--- config.mk ---
export PLATFORM = sky130hd
export DESIGN_NAME = data_sram_bridge
export DESIGN_NICKNAME = d
export VERILOG_FILES = /design/src/rtl/data_sram_bridge.sv
export SDC_FILE = /design/constraint.sdc
export NUM_CORES = 1
export LEC_CHECK = 0
export BUFFER_PORTS_ARGS = -buffer_cell sky130_fd_sc_hd__buf_2
export CAP_MARGIN = 20
export CORE_ASPECT_RATIO = 0.5
export CORE_MARGIN = 8
export CORE_UTILIZATION = 30
export DETAILED_ROUTE_END_ITERATION = 6
export HOLD_SLACK_MARGIN = 0.06
export PLACE_DENSITY_LB_ADDON = 0.25
export SYNTH_ARGS = -nofsm -noshare
export SYNTH_HDL_FRONTEND = slang
export SYNTH_SLANG_ARGS = --single-unit
--- constraint.sdc ---
create_clock -name clk -period 1.7 [get_ports clk]
set_input_delay 0 -clock clk [delete_from_list [all_inputs] [get_ports clk]]
set_output_delay 0 -clock clk [all_outputs]
set_load 0.01 [all_outputs]
--- src/rtl/data_sram_bridge.sv ---
// data_sram_bridge: turns single-cycle CPU M-stage memory accesses into SRAM-like bus transactions, stalling the CPU until done
//   clk, rst (async, active-low)
//   CPU side : memenM, memwrite[3:0], aluoutM[31:0], writedata[31:0] -> readdata[31:0], stall_o
//   bus side : data_req, data_wr, data_size[1:0], data_addr[31:0], data_wdata[31:0]
//              <- data_addr_ok, data_data_ok, data_rdata[31:0]
module data_sram_bridge (
   input  logic        clk,
   input  logic        rst,
   input  logic        memenM,
   input  logic [3:0]  memwrite,
   input  logic [31:0] aluoutM,
   input  logic [31:0] writedata,
   output logic [31:0] readdata,
   output logic        stall_o,
   output logic        data_req,
   output logic        data_wr,
   output logic [1:0]  data_size,
   output logic [31:0] data_addr,
   output logic [31:0] data_wdata,
   input  logic        data_addr_ok,
   input  logic        data_data_ok,
   input  logic [31:0] data_rdata
);
   typedef enum logic [1:0] {IDLE, REQ, WAIT, DONE} state_t;
   state_t      state_q, state_d;
   logic        wr_q;
   logic [1:0]  size_q, size_d;
   logic [31:0] addr_q, addr_d, wdata_q, rbuf_q;
   logic        cap, rd_ld;
   always_comb begin
      state_d = state_q;
      case (state_q)
         IDLE:    state_d = memenM ? REQ : IDLE;
         REQ:     if (data_addr_ok) state_d = data_data_ok ? DONE : WAIT;
         WAIT:    if (data_data_ok) state_d = DONE;
         default: state_d = IDLE;
      endcase
   end
   always_comb begin
      size_d = 2'd2;
      case (memwrite)
         4'b0011, 4'b1100:                   size_d = 2'd1;
         4'b0001, 4'b0010, 4'b0100, 4'b1000: size_d = 2'd0;
         default:                            size_d = 2'd2;
      endcase
   end
   // kseg0/kseg1 map to physical by clearing the top three bits; loads are always word-aligned
   assign addr_d = {(aluoutM[31:30] == 2'b10) ? 3'b000 : aluoutM[31:29], aluoutM[28:2],
                    (|memwrite) ? aluoutM[1:0] : 2'b00};
   assign cap   = (state_q == IDLE) && memenM;
   assign rd_ld = ((state_q == REQ) || (state_q == WAIT)) && data_data_ok && !wr_q;
   always_ff @(posedge clk or negedge rst) begin
      if (!rst) begin
         state_q <= IDLE;
         wr_q    <= 1'b0;
         size_q  <= 2'd0;
         addr_q  <= 32'd0;
         wdata_q <= 32'd0;
         rbuf_q  <= 32'd0;
      end else begin
         state_q <= state_d;
         if (cap) begin
            wr_q    <= |memwrite;
            size_q  <= size_d;
            addr_q  <= addr_d;
            wdata_q <= writedata;
         end
         if (rd_ld) rbuf_q <= data_rdata;
      end
   end
   assign data_req   = (state_q == REQ);
   assign data_wr    = wr_q;
   assign data_size  = size_q;
   assign data_addr  = addr_q;
   assign data_wdata = wdata_q;
   assign readdata   = rbuf_q;
   // DONE releases the stall so the CPU advances exactly once per access
   assign stall_o    = memenM && (state_q != DONE);
endmodule

==> flow_summary_export.csv <==
group,metric,value,unit
sta,finalHoldViolCount,0,
synth,ys.flop_type,"dfrtp_1",
setup_path,r2r_start,"state_q[0]",
sta,fmax,0.647,GHz
power_and_ir_drop,p_int,7600,µW
clock_network,tritoncts,"built",
setup_path,endpoint,"readdata[9]",
setup_path,rr_worst_depth,5,
synth,synthTopCellsByArea,"dfrtp_1 (63%), mux2_2 (18%), mux2_4 (11%)",
synth,synth_edf_count,0,
floorplanning,core_area,13300,µm²
global_routing,grt_pass1_vias,3611,
clock_network,cts_resized,0,
drt,routedWlPerCell,15.3,µm
placed_design,port_buffers,205,
finish,drive_gt1_frac,0.582,
clock_network,cts.sinks,101,
power_and_ir_drop,switching_share,0.320,
synth,yosys.area.top_type_share,0.627,
synth,synth.distinct_cells,20,
floorplanning,initial_core_util,0.302,
placed_design,routabilityCongestion,0.701,
hold_path,hold_class,"input port to flop",
synth,syn_inst,239,
sta,fin_crit,1550,ps
power_and_ir_drop,pwr-share-clk,0.181,
clock_network,clockBufferDepth,2,
synth,syn_nets,348,
floorplanning,io_pins,206,
synth,synth_area_leader_cell,"dfrtp_1",
power_and_ir_drop,p_comb_frac,0.440,
setup_path,r2r_slack,150,ps
setup_path,worstPathRequired,1920,ps
drt,route.detailed.drc,0,
synth,async_flop_share,1.00,
placed_design,dp_hpwl,7.97,mm
run_status,status,"completed",
setup_path,cp.arrival,1770,ps
sta,relSlewSlack,0.657,
floorplanning,die_y,97.9,µm
floorplanning,dieArea,17600,µm²
hold_path,holdPathStages,4,
drt,vias_per_cell,4.17,
setup_path,end_kind,"flop",
floorplanning,rows,30,
finish,syn2layout_area_growth,64.4,%
drt,first_pass_iters,4,
sta,setup_viol,0,
drt,initialDrtViolationCount,119,
global_routing,antenna_found_initial,1,
sta,final.period_utilization,0.909,
drt,num_vias,3085,
drt,postRouteAntennaNets,0,
synth,yosysMostFrequentCell,"dfrtp_1",
clock_network,h-tree-depth,3,
floorplanning,die_x,180,µm
global_routing,grt_first_pass_wirelength,18.3,mm
synth,ys_seq_area_frac,0.627,
synth,synth_seq_cells,101,
setup_path,worstSetupStartpointType,"flop",
clock_network,clock_latency,340,ps
sta,drv_slew,0,
clock_network,path_clk_slew,70,ps
synth,syn_area_per_cell,16.9,µm²
clock_network,root_buffer,"clkbuf_16",
global_routing,grt_usage,0.129,
sta,fin_skew,3.70,ps
sta,grt_setup_unrepaired,"no",
placed_design,dpl-instance-area,5320,µm²
synth,yosys_warnings,0,
setup_path,crit_type,"flop to flop",
finish,final_area,6620,µm²
synth,synth_area,4030,µm²
drt,drt_wl_total,11.3,mm
job,drv_cap,0,
power_and_ir_drop,p_switching,3580,µW
global_routing,grt_max_degree,46,
power_and_ir_drop,p_seq_frac,0.378,
sta,fin_setup_tns,0,ps
synth,synth_common_cells,"dfrtp_1 (101), mux2_2 (64), mux2_4 (30), buf_6 (9)",
global_routing,grt_overflow,0,
power_and_ir_drop,vdd_ir_drop_max,0.651,mV
setup_path,cp_max_fo,16,
power_and_ir_drop,p_leak,0.00334,µW
setup_path,rr_endpoint,"readdata[9]",
setup_path,critPathLaunch,"state_q[0]",
sta,worst_slew_pin_slew,514,ps
finish,fin_nets,666,
power_and_ir_drop,pwr_density_cell,1690,nW/µm²
clock_network,cts_made_buffers,9,
==> what timing repair did <==
item,in CTS,in global routing
hold buffers,101,0
hold endpoints to repair,134,0
buffers inserted,0,0
==> power by group through the flow <==
stage	registers, µW	clock network (µW)	logic (µW)
floorplan	4850	0	2290
global placement	4230	0	4770
detailed placement	4250	0	4840
CTS	4220	2130	5020
global route	4400	2220	5300
finish	4230	2030	4920
==> routing by layer <==
layer | global-route usage | share of wire | vias to the layer above
met5 | 0 | 0 | -
met4 | 0.0535 | 0.032 | 0
met3 | 0.0419 | 0.050 | 26
met2 | 0.251 | 0.56 | 87
met1 | 0.124 | 0.36 | 1503
li1 | - | - | 1469
==> per-stage QoR <==
stage | power [µW] | hold slack, ps | setup slack, ps | cells | util
after global routing | 11900 | 101 | 44.5 | 739 | 0.497
after floorplan | 7150 | -296 | 241 | 239 | -
after CTS | 11400 | 64.2 | 134 | 738 | 0.497
final | 11200 | 91.8 | 154 | 739 | 0.497
after global placement | 9000 | 10.8 | 172 | 621 | 0.399
after detailed placement | 9090 | 14.9 | 138 | 621 | 0.399
==> state kept, by name, indices dropped and copies added (netlist names) <==
name and flops:
data_addr 32, data_size 2, data_wdata 32, data_wr 1, readdata 32, state_q 2
==> cells in the final DEF, fill, tap and decap left out <==
master	count
nor2b_1	1
o21ai_0	5
buf_2	204
buf_12	5
inv_1	5
ha_1	4
clkbuf_16	9
dlygate4sd3_1	101
bufinv_16	1
a21o_1	1
o22ai_1	1
a22o_1	2
nand3b_4	1
a31oi_1	1
clkbuf_1	1
dfrtp_1	101
buf_4	7
diode_2	1
nand2_1	5
xor2_1	1
clkbuf_8	1
nand2_2	1
nor4bb_1	1
mux2_4	30
clkinv_2	4
mux2_2	64
nor2_1	2
a21oi_1	3
==> area by class of cell <==
type | count | area, µm²
well taps | 176 | 220
clock inverters | 5 | 50.0
multi-input cells | 123 | 1380
fillers | 1186 | 6700
clock buffers | 11 | 243
flip-flops and latches | 101 | 2530
repair buffers | 317 | 2180
diodes | 1 | 2.50
inverters | 5 | 18.8
==> cells by family after synthesis <==
family,synth area share
buf+inv,0.0311
mux,0.291
compound gates,0.0193
fa+ha+maj,0.0124
xor+xnor,0.00217
simple gates,0.0171
flops,0.627
==> worst min-delay path by stage <==
stage / from / slack (ps) / to
after floorplan: rst / -300 / data_addr[0]
after global placement: rst / 10 / data_wdata[11]
after detailed placement: rst / 10 / data_wdata[11]
after CTS: memwrite[0] / 60 / data_size[1]
after global routing: data_addr_ok / 100 / state_q[1]
final: memwrite[0] / 90 / data_size[1]
==> worst max-delay path, cell delays in order (launching register included) <==
cell and delay, ps:
dfrtp_1 340, inv_1 60, ha_1 330, nand3b_4 180, buf_12 200, mux2_4 310
(Power assumes the default switching activity.)
